==> config.mk <==
export PLATFORM = sky130hd
export DESIGN_NAME = fan_cmd_parser
export DESIGN_NICKNAME = d
export VERILOG_FILES = /design/src/rtl/fan_cmd_parser.sv
export SDC_FILE = /design/constraint.sdc
export NUM_CORES = 1
export LEC_CHECK = 0
export BUFFER_PORTS_ARGS = -buffer_cell sky130_fd_sc_hd__buf_2
export CAP_MARGIN = 20
export CORE_MARGIN = 5
export CORE_UTILIZATION = 51
export CTS_BUF_LIST = sky130_fd_sc_hd__clkbuf_8
export CTS_CLUSTER_DIAMETER = 80
export DETAILED_ROUTE_END_ITERATION = 8
export GPL_ROUTABILITY_DRIVEN = 1
export PLACE_DENSITY = 0.71
export SYNTH_ARGS = -nofsm -noshare
export SYNTH_HDL_FRONTEND = slang
export SYNTH_SLANG_ARGS = --single-unit
==> constraint.sdc <==
create_clock -name sysclk -period 2.81 [get_ports sysclk]
set_input_delay 0.1405 -clock sysclk [delete_from_list [all_inputs] [get_ports sysclk]]
set_output_delay 0.1405 -clock sysclk [all_outputs]
set_load 0.05 [all_outputs]
==> src/rtl/fan_cmd_parser.sv <==
// fan_cmd_parser: byte-level command parser behind an SPI slave, driving four
// fan PWM channels. Registers: duty 0-3, control (channel enables), version ID.
//
// state | meaning
// IDLE  | waiting for a command byte
// DATA  | write command seen, next byte is the data for the latched address
// RESP  | read response loaded on oTx, next byte is a dummy that ends the read
// ERR   | malformed command, rx bytes ignored until chip select goes high
module fan_cmd_parser #(
    parameter int         PRESCALE = 4,
    parameter logic [7:0] VERSION  = 8'hA5
) (
    input  logic        sysclk,
    input  logic        iReset,
    input  logic        iRxReady,
    input  logic [7:0]  iRx,
    input  logic        iSPICS,
    output logic        oTxReady,
    output logic [7:0]  oTx,
    output logic [3:0]  oPwm,
    output logic        oErr,
    output logic [15:0] probe
);

    typedef enum logic [1:0] {
        IDLE = 2'd0,
        DATA = 2'd1,
        RESP = 2'd2,
        ERR  = 2'd3
    } state_t;

    localparam logic [7:0] PRE_LAST = 8'(PRESCALE - 1);

    state_t      state, nextState;
    logic        rxSync1, rxSync2, rxSync3;
    logic        csSync1, csSync2;
    logic        rxEvent;
    logic [7:0]  rxCount;
    logic [2:0]  addrReg;
    logic [7:0]  duty [4];
    logic [3:0]  ctrl;
    logic [7:0]  rdData;
    logic [7:0]  prescaler;
    logic [7:0]  pwmCnt;

    logic        addrLoad, regWr, txLoad, txClr, errPulse;

    assign rxEvent = rxSync2 & ~rxSync3;
    assign probe   = {6'b0, state, rxCount};

    // Synchronize the asynchronous SPI handshake and chip select; CS idles high.
    always_ff @(posedge sysclk or posedge iReset) begin
        if (iReset) begin
            rxSync1 <= 1'b0;
            rxSync2 <= 1'b0;
            rxSync3 <= 1'b0;
            csSync1 <= 1'b1;
            csSync2 <= 1'b1;
        end else begin
            rxSync1 <= iRxReady;
            rxSync2 <= rxSync1;
            rxSync3 <= rxSync2;
            csSync1 <= iSPICS;
            csSync2 <= csSync1;
        end
    end

    // Count every received byte, including ones discarded by the FSM.
    always_ff @(posedge sysclk or posedge iReset) begin
        if (iReset) rxCount <= 8'd0;
        else if (rxEvent) rxCount <= rxCount + 8'd1;
    end

    // Read mux addressed directly by the incoming command byte.
    always_comb begin
        rdData = 8'h00;
        case (iRx[2:0])
            3'd0, 3'd1, 3'd2, 3'd3: rdData = duty[iRx[1:0]];
            3'd4:                   rdData = {4'b0, ctrl};
            3'd5:                   rdData = VERSION;
            default:                rdData = 8'h00;
        endcase
    end

    // FSM state register.
    always_ff @(posedge sysclk or posedge iReset) begin
        if (iReset) state <= IDLE;
        else        state <= nextState;
    end

    // FSM next state and action strobes; CS high overrides any rx event.
    always_comb begin
        nextState = state;
        addrLoad  = 1'b0;
        regWr     = 1'b0;
        txLoad    = 1'b0;
        txClr     = 1'b0;
        errPulse  = 1'b0;
        if (csSync2) begin
            nextState = IDLE;
            txClr     = 1'b1;
        end else if (rxEvent) begin
            case (state)
                IDLE: begin
                    if (iRx[6:3] != 4'd0) begin
                        nextState = ERR;
                        errPulse  = 1'b1;
                    end else if (iRx[7]) begin
                        nextState = DATA;
                        addrLoad  = 1'b1;
                    end else begin
                        nextState = RESP;
                        txLoad    = 1'b1;
                    end
                end
                DATA: begin
                    nextState = IDLE;
                    regWr     = 1'b1;
                end
                RESP: begin
                    nextState = IDLE;
                    txClr     = 1'b1;
                end
                default: nextState = ERR;
            endcase
        end
    end

    // Registered FSM outputs: address latch, response byte, error pulse.
    always_ff @(posedge sysclk or posedge iReset) begin
        if (iReset) begin
            addrReg  <= 3'd0;
            oTx      <= 8'h00;
            oTxReady <= 1'b0;
            oErr     <= 1'b0;
        end else begin
            oErr <= errPulse;
            if (addrLoad) addrReg <= iRx[2:0];
            if (txLoad) begin
                oTx      <= rdData;
                oTxReady <= 1'b1;
            end else if (txClr) begin
                oTxReady <= 1'b0;
            end
        end
    end

    // Register file writes; addresses 5-7 are read-only and drop writes.
    always_ff @(posedge sysclk or posedge iReset) begin
        if (iReset) begin
            for (int i = 0; i < 4; i++) duty[i] <= 8'h00;
            ctrl <= 4'hF;
        end else if (regWr) begin
            case (addrReg)
                3'd0, 3'd1, 3'd2, 3'd3: duty[addrReg[1:0]] <= iRx;
                3'd4:                   ctrl <= iRx[3:0];
                default: ;
            endcase
        end
    end

    // Prescaler and 255-tick PWM period counter (0..254).
    always_ff @(posedge sysclk or posedge iReset) begin
        if (iReset) begin
            prescaler <= 8'd0;
            pwmCnt    <= 8'd0;
        end else if (prescaler == PRE_LAST) begin
            prescaler <= 8'd0;
            pwmCnt    <= (pwmCnt == 8'd254) ? 8'd0 : pwmCnt + 8'd1;
        end else begin
            prescaler <= prescaler + 8'd1;
        end
    end

    // Registered PWM compare; duty 255 never reaches since pwmCnt tops at 254.
    always_ff @(posedge sysclk or posedge iReset) begin
        if (iReset) begin
            oPwm <= 4'h0;
        end else begin
            for (int n = 0; n < 4; n++) oPwm[n] <= ctrl[n] & (pwmCnt < duty[n]);
        end
    end

endmodule

Yosys cells after proc, flatten, opt, wreduce, memory -nomap -nowiden. Cells that the tools add are included.

$add $sub $neg: 3. $mul: 0. Divide/modulo/power cells: 0. Order comparisons: 7. Equal/unequal tests: 13. Shift-type cells: 0. Mux-type cells: 36. Bitwise gates (word level): 8. Reductions and logical operators: 12.

Operators with widths (number): 2-to-1 mux 8 bit (5); bitwise mux 32 bit (1); < comparator 8 bit (4); adder 8 x 1 -> 8 bit (second input constant) (3); case mux 8 bit (3 select lines) (1); 2-to-1 mux 1 bit (22); binary-select mux 8 bit (select 2 bit) (1); demux 8 bit (select 2 bit) (1); == test 3 x 2 -> 1 bit (second input constant) (4); == test 3 bit (second input constant) (3); == test 8 x 2 -> 1 bit (second input constant) (1); == test 8 bit (second input constant) (1); 2-to-1 mux 2 bit (4); OR reduction 4 bit (2); == test 3 x 1 -> 1 bit (second input constant) (2); greater-or-equal comparator 3 bit (second input constant) (2); logical NOT 3 bit (2); inverter 2 -> 3 bit (2); AND 1 bit (5); case mux 2 bit (2 select lines) (1); AND reduction 2 bit (2); nonzero test 2 bit (2); nonzero test 4 bit (1); < comparator 3 x 1 -> 1 bit (second input constant) (1); 6 further kinds (6).

Register bits after elaboration: 84. Latch bits: 0. RAM bits: 0. Memory bits (read-only): 0. Output and inout port bits: 30. Logic and storage cells: 98. Memories: 0.

Longest topological paths before layout.
Depth in word-level cells: 6. Gate-level depth with buffers: 6. Depth with buffers taken out: 6.

Worst setup path before layout. OpenSTA, ideal clock, no wires.

Kind: register to register. Start: register state[0]. End: register addrReg[0]. Arrival: 2.062 ns. Required time: 2.685 ns. Path slack: 0.623 ns. Cell stages (with the launch flop): 7. Clock period less this slack: 2.187 ns. Cell sequence: dfrtp_1 -> inv_1 -> ha_1 -> inv_1 -> or4_4 -> or3_4 -> mux2_4.

Longest elaborated chain between the ends: 4.

RTL lines: start, declared (line 34) `state_t state, nextState;`; start signal, assigned (line 88) `else state <= nextState;`; logical NOT 2 bit (line 103) `case (state)`; 2-to-1 mux 1 bit (line 103); 2-to-1 mux 1 bit (line 102) `end else if (rxEvent) begin`; 2-to-1 mux 1 bit (line 99) `if (csSync2) begin`; end signal, assigned (line 138) `if (addrLoad) addrReg <= iRx[2:0];`; end, declared (line 39) `logic [2:0] addrReg;`.

Every way passes these cells. A chain may end at the register's enable or synchronous reset.

Worst setup path in the final report.
Start: register csSync2. End: register duty[22] (netlist bit).

Longest elaborated chain between the ends: 2.

RTL lines: start, declared (line 36) `logic csSync1, csSync2;`; start signal, assigned (line 64) `csSync2 <= csSync1;`; 2-to-1 mux 1 bit (line 99); AND reduction 2 bit (no source line); end signal, assigned by index (line 155) `3'd0, 3'd1, 3'd2, 3'd3: duty[addrReg[1:0]] <= iRx;`; end, declared (line 40) `logic [7:0] duty [4];`.

Every way passes these cells.

==> metrics.md <==
| Metric | Value |
|---|---|
| Status | `completed` |
| Clock-pin slew on the worst setup and hold paths | `0.10 ns` |
| Starting Density | `51.6%` |
| Layout Nets | `480` |
| CP required | `3.06 ns` |
| GRT Util Overall | `19.1%` |
| Total grt overflow | `0` |
| Post-synth top area share | `43.8%` |
| Top achievable clock speed | `480 MHz` |
| Die Wd | `103 µm` |
| Final Hold Viols | `0` |
| Seq/Total Area, Yosys | `47.3%` |
| Pleak | `2.36 nW` |
| Fin crit period | `2.08 ns` |
| CP Capture Type | `flip-flop` |
| Synth top area cells | `dfrtp_1, mux2_2, ha_1, dfstp_2, inv_1` |
| Cell Pwr Density | `556 nW/µm²` |
| Hold_sp | `iRx[4]` |
| First-pass GRT wire length | `15,700 µm` |
| Ratio of cells with drive above 1 in the final layout | `26.9%` |
| Vias | `3,056` |
| 1st-iter DRT viols | `144` |
| Worst VDD drop | `540 µV` |
| #FFs+latches synth | `84` |
| Critical path fanouts, max | `8` |
| Hold_ws | `0.0841 ns` |
| Largest net degree at the start of global routing | `37` |
| Die Area | `10,700 µm²` |
| Worst Skew | `0.0145 ns` |
| CTS tree | `yes` |
| Crit share post-route | `74.1%` |
| Ports | `42` |
| Reg2Reg Launch Point | `csSync2$_DFF_PP1_` |
| Clk sink count | `84` |
| Fin. max-slew vios | `0` |
| Synth cell types | `49` |
| Wirelength per Cell | `16.6 µm` |
| Vias per inst | `5.60` |
| RSZ-0062 raised after global routing | `no` |
| Synth area leader | `dfrtp_1` |
| Clk Latency, worst-skew pair | `0.37 ns` |
| Arr. time, crit path | `2.34 ns` |
| Vias in the first global route | `3,116` |
| Hold Path Stages | `2` |
| Max-cap violations | `0` |
| Area of the multi-input gates | `2150 µm²` |
| Synth Cell Area | `4460 µm²` |
| Slew @ Worst Pin | `0.652 ns` |
| Worst min path class | `in2reg` |
| Cells after synthesis | `390` |
| P&R area growth vs syn | `11.5%` |
| FF-to-FF End | `duty[22]$_DFFE_PP0P_` |
| Post-cts sizing count | `0` |
| R2r worst-path depth | `4` |
| Syn Area/Cell | `11.4 µm²` |
| DRT antenna net count | `0` |
| Hpwl dp | `6700 µm` |
| Area of the core | `8640 µm²` |
| Port bufs | `35` |
| Pwr Total | `2.76 mW` |
| Worst Hold Path EP | `duty[20]$_DFFE_PP0P_` |
| Post-CTS Setup Bufs | `0` |
| Initial antenna violation count | `0` |
| Post-Place Setup Slack | `0.754 ns` |
| Max-slew headroom | `56.4%` |
| Final core occ | `57.5%` |
| Sum Neg Setup Slack | `0 ns` |
| Ys async rst share | `100%` |
| Std cell rows | `34` |
| Final wirelength | `9060 µm` |
| Residual DRC | `0` |
| Post-route setup slack | `0.728 ns` |
| Initial DRT Pass Iterations | `4` |
| Reg2reg setup slack | `0.73 ns` |
| CTS H-Tree Depth | `3` |
| Crit path from | `csSync2$_DFF_PP1_` |
| Primary FF master, synth | `dfrtp_1` |
| FF/Latch Area | `2110 µm²` |
| Fillers | `747` |
| Routability cong. | `0.891` |
| Warnings, synthesis | `0` |
| Die Ht | `103 µm` |
| Post-synth EDFFs | `0` |
| Final setup vio count | `0` |
| Clock root buffer | `clkbuf_8` |
| # diodes | `0` |
| CTS max path bufs | `2` |
| Critical Path Source Type | `flip-flop` |
| Num CTS Buffers | `9` |
| Kind of critical path | `reg2reg` |
==> cells in the mapped netlist, types with 3 or more instances <==
cell,count
nand2_1,22
dfstp_2,6
o21ai_0,15
nor2_1,13
mux2_2,40
ha_1,35
mux2i_1,8
a21o_1,4
nor3b_2,3
nand3_1,15
and3_1,5
nand2b_1,10
buf_4,6
a21oi_1,5
nand4_1,3
nor2b_1,4
clkbuf_1,7
a211o_1,4
o21a_1,11
a221oi_1,4
xnor2_1,9
o22ai_1,6
or3_1,4
dfrtp_1,78
xor2_1,4
mux4_2,4
mux2_4,3
inv_1,36
==> flip-flops by register name, indices dropped and copies added (netlist names), 2 cells and up <==
register / cells
ctrl: 4
oPwm: 4
duty: 32
state: 2
oTx: 8
rxCount: 8
prescaler: 8
pwmCnt: 8
addrReg: 3
==> how the worst max path moves through the flow <==
stage	to	slack, ns	depth (start not counted)
2_1_floorplan	addrReg[0]$_DFFE_PP0P_	0.51	1
3_3_place_gp	duty[20]$_DFFE_PP0P_	0.85	4
3_5_place_dp	duty[22]$_DFFE_PP0P_	0.75	4
4_1_cts	duty[22]$_DFFE_PP0P_	0.71	4
5_1_grt	duty[21]$_DFFE_PP0P_	0.58	4
6_report	duty[22]$_DFFE_PP0P_	0.73	4
==> worst max-delay path, cell delays in order, from the launching register on <==
cell      delay, ns
dfstp_2        0.41
nor3b_2        0.28
nand3b_1       0.24
nor3b_2        0.62
mux2_2         0.41
==> metal layers <==
layer | GRT usage [%] | up-vias | wire length (µm)
met4 | 7.77 | 0 | 161
li1 | - | 1450 | -
met5 | 0 | - | 0
met3 | 3.82 | 14 | 425
met2 | 29.8 | 73 | 4210
met1 | 26.1 | 1519 | 4270
==> cell families (layout without fill, tap and decap cells) <==
logic type      count (synthesis)  after routing  synth area share (%)
compound gates                 58             58                  8.87
xor+xnor                       13             13                  2.55
fa+ha+maj                      35             35                  9.83
buf+inv                        51             94                  4.83
flops                          84             84                  47.3
mux                            55             55                  14.9
other cells                     1              6                0.0841
simple gates                   93             93                  11.6
==> power breakdown <==
group	total, mW	internal (mW)	switching (mW)	leakage [nW]
Sequential	1.39	1.30	0.0850	1.08
Clock	0.844	0.344	0.500	0.0947
Combinational	0.528	0.182	0.346	1.18
Total	2.76	1.83	0.931	2.36
==> what timing repair did <==
action	4_1_cts	5_1_grt
endpoints found under the setup margin	0	0
hold buffers	3	0
endpoints found under the hold margin	30	0
==> through the flow <==
step	instances	cell area, µm²
final	546	4970
after global routing	546	4970
after CTS	546	4970
after detailed placement	527	4750
after global placement	527	4750
after floorplan	395	4480
==> cell usage in the layout, fill, tap and decap left out, types with 6 or more instances in the layout <==
| master | count |
|---|---|
| buf_2 | 35 |
| clkbuf_8 | 9 |
| conb_1 | 6 |
| dfrtp_1 | 78 |
| dfstp_2 | 6 |
| ha_1 | 35 |
| inv_1 | 35 |
| mux2_2 | 40 |
| mux2i_1 | 8 |
| nand2_1 | 22 |
| nand2b_1 | 10 |
| nand3_1 | 15 |
| nor2_1 | 13 |
| o21a_1 | 11 |
| o21ai_0 | 15 |
| o22ai_1 | 6 |
| xnor2_1 | 9 |
==> area by class of cell <==
type | count | share of cell area (%)
inverters | 36 | 2.74
multi-input cells | 260 | 43.3
well taps | 108 | 2.72
flip-flops and latches | 84 | 42.5
clock inverters | 7 | 1.31
clock buffers | 9 | 2.49
repair buffers | 42 | 4.99
No activity file was read; power rests on OpenSTA's default activity.
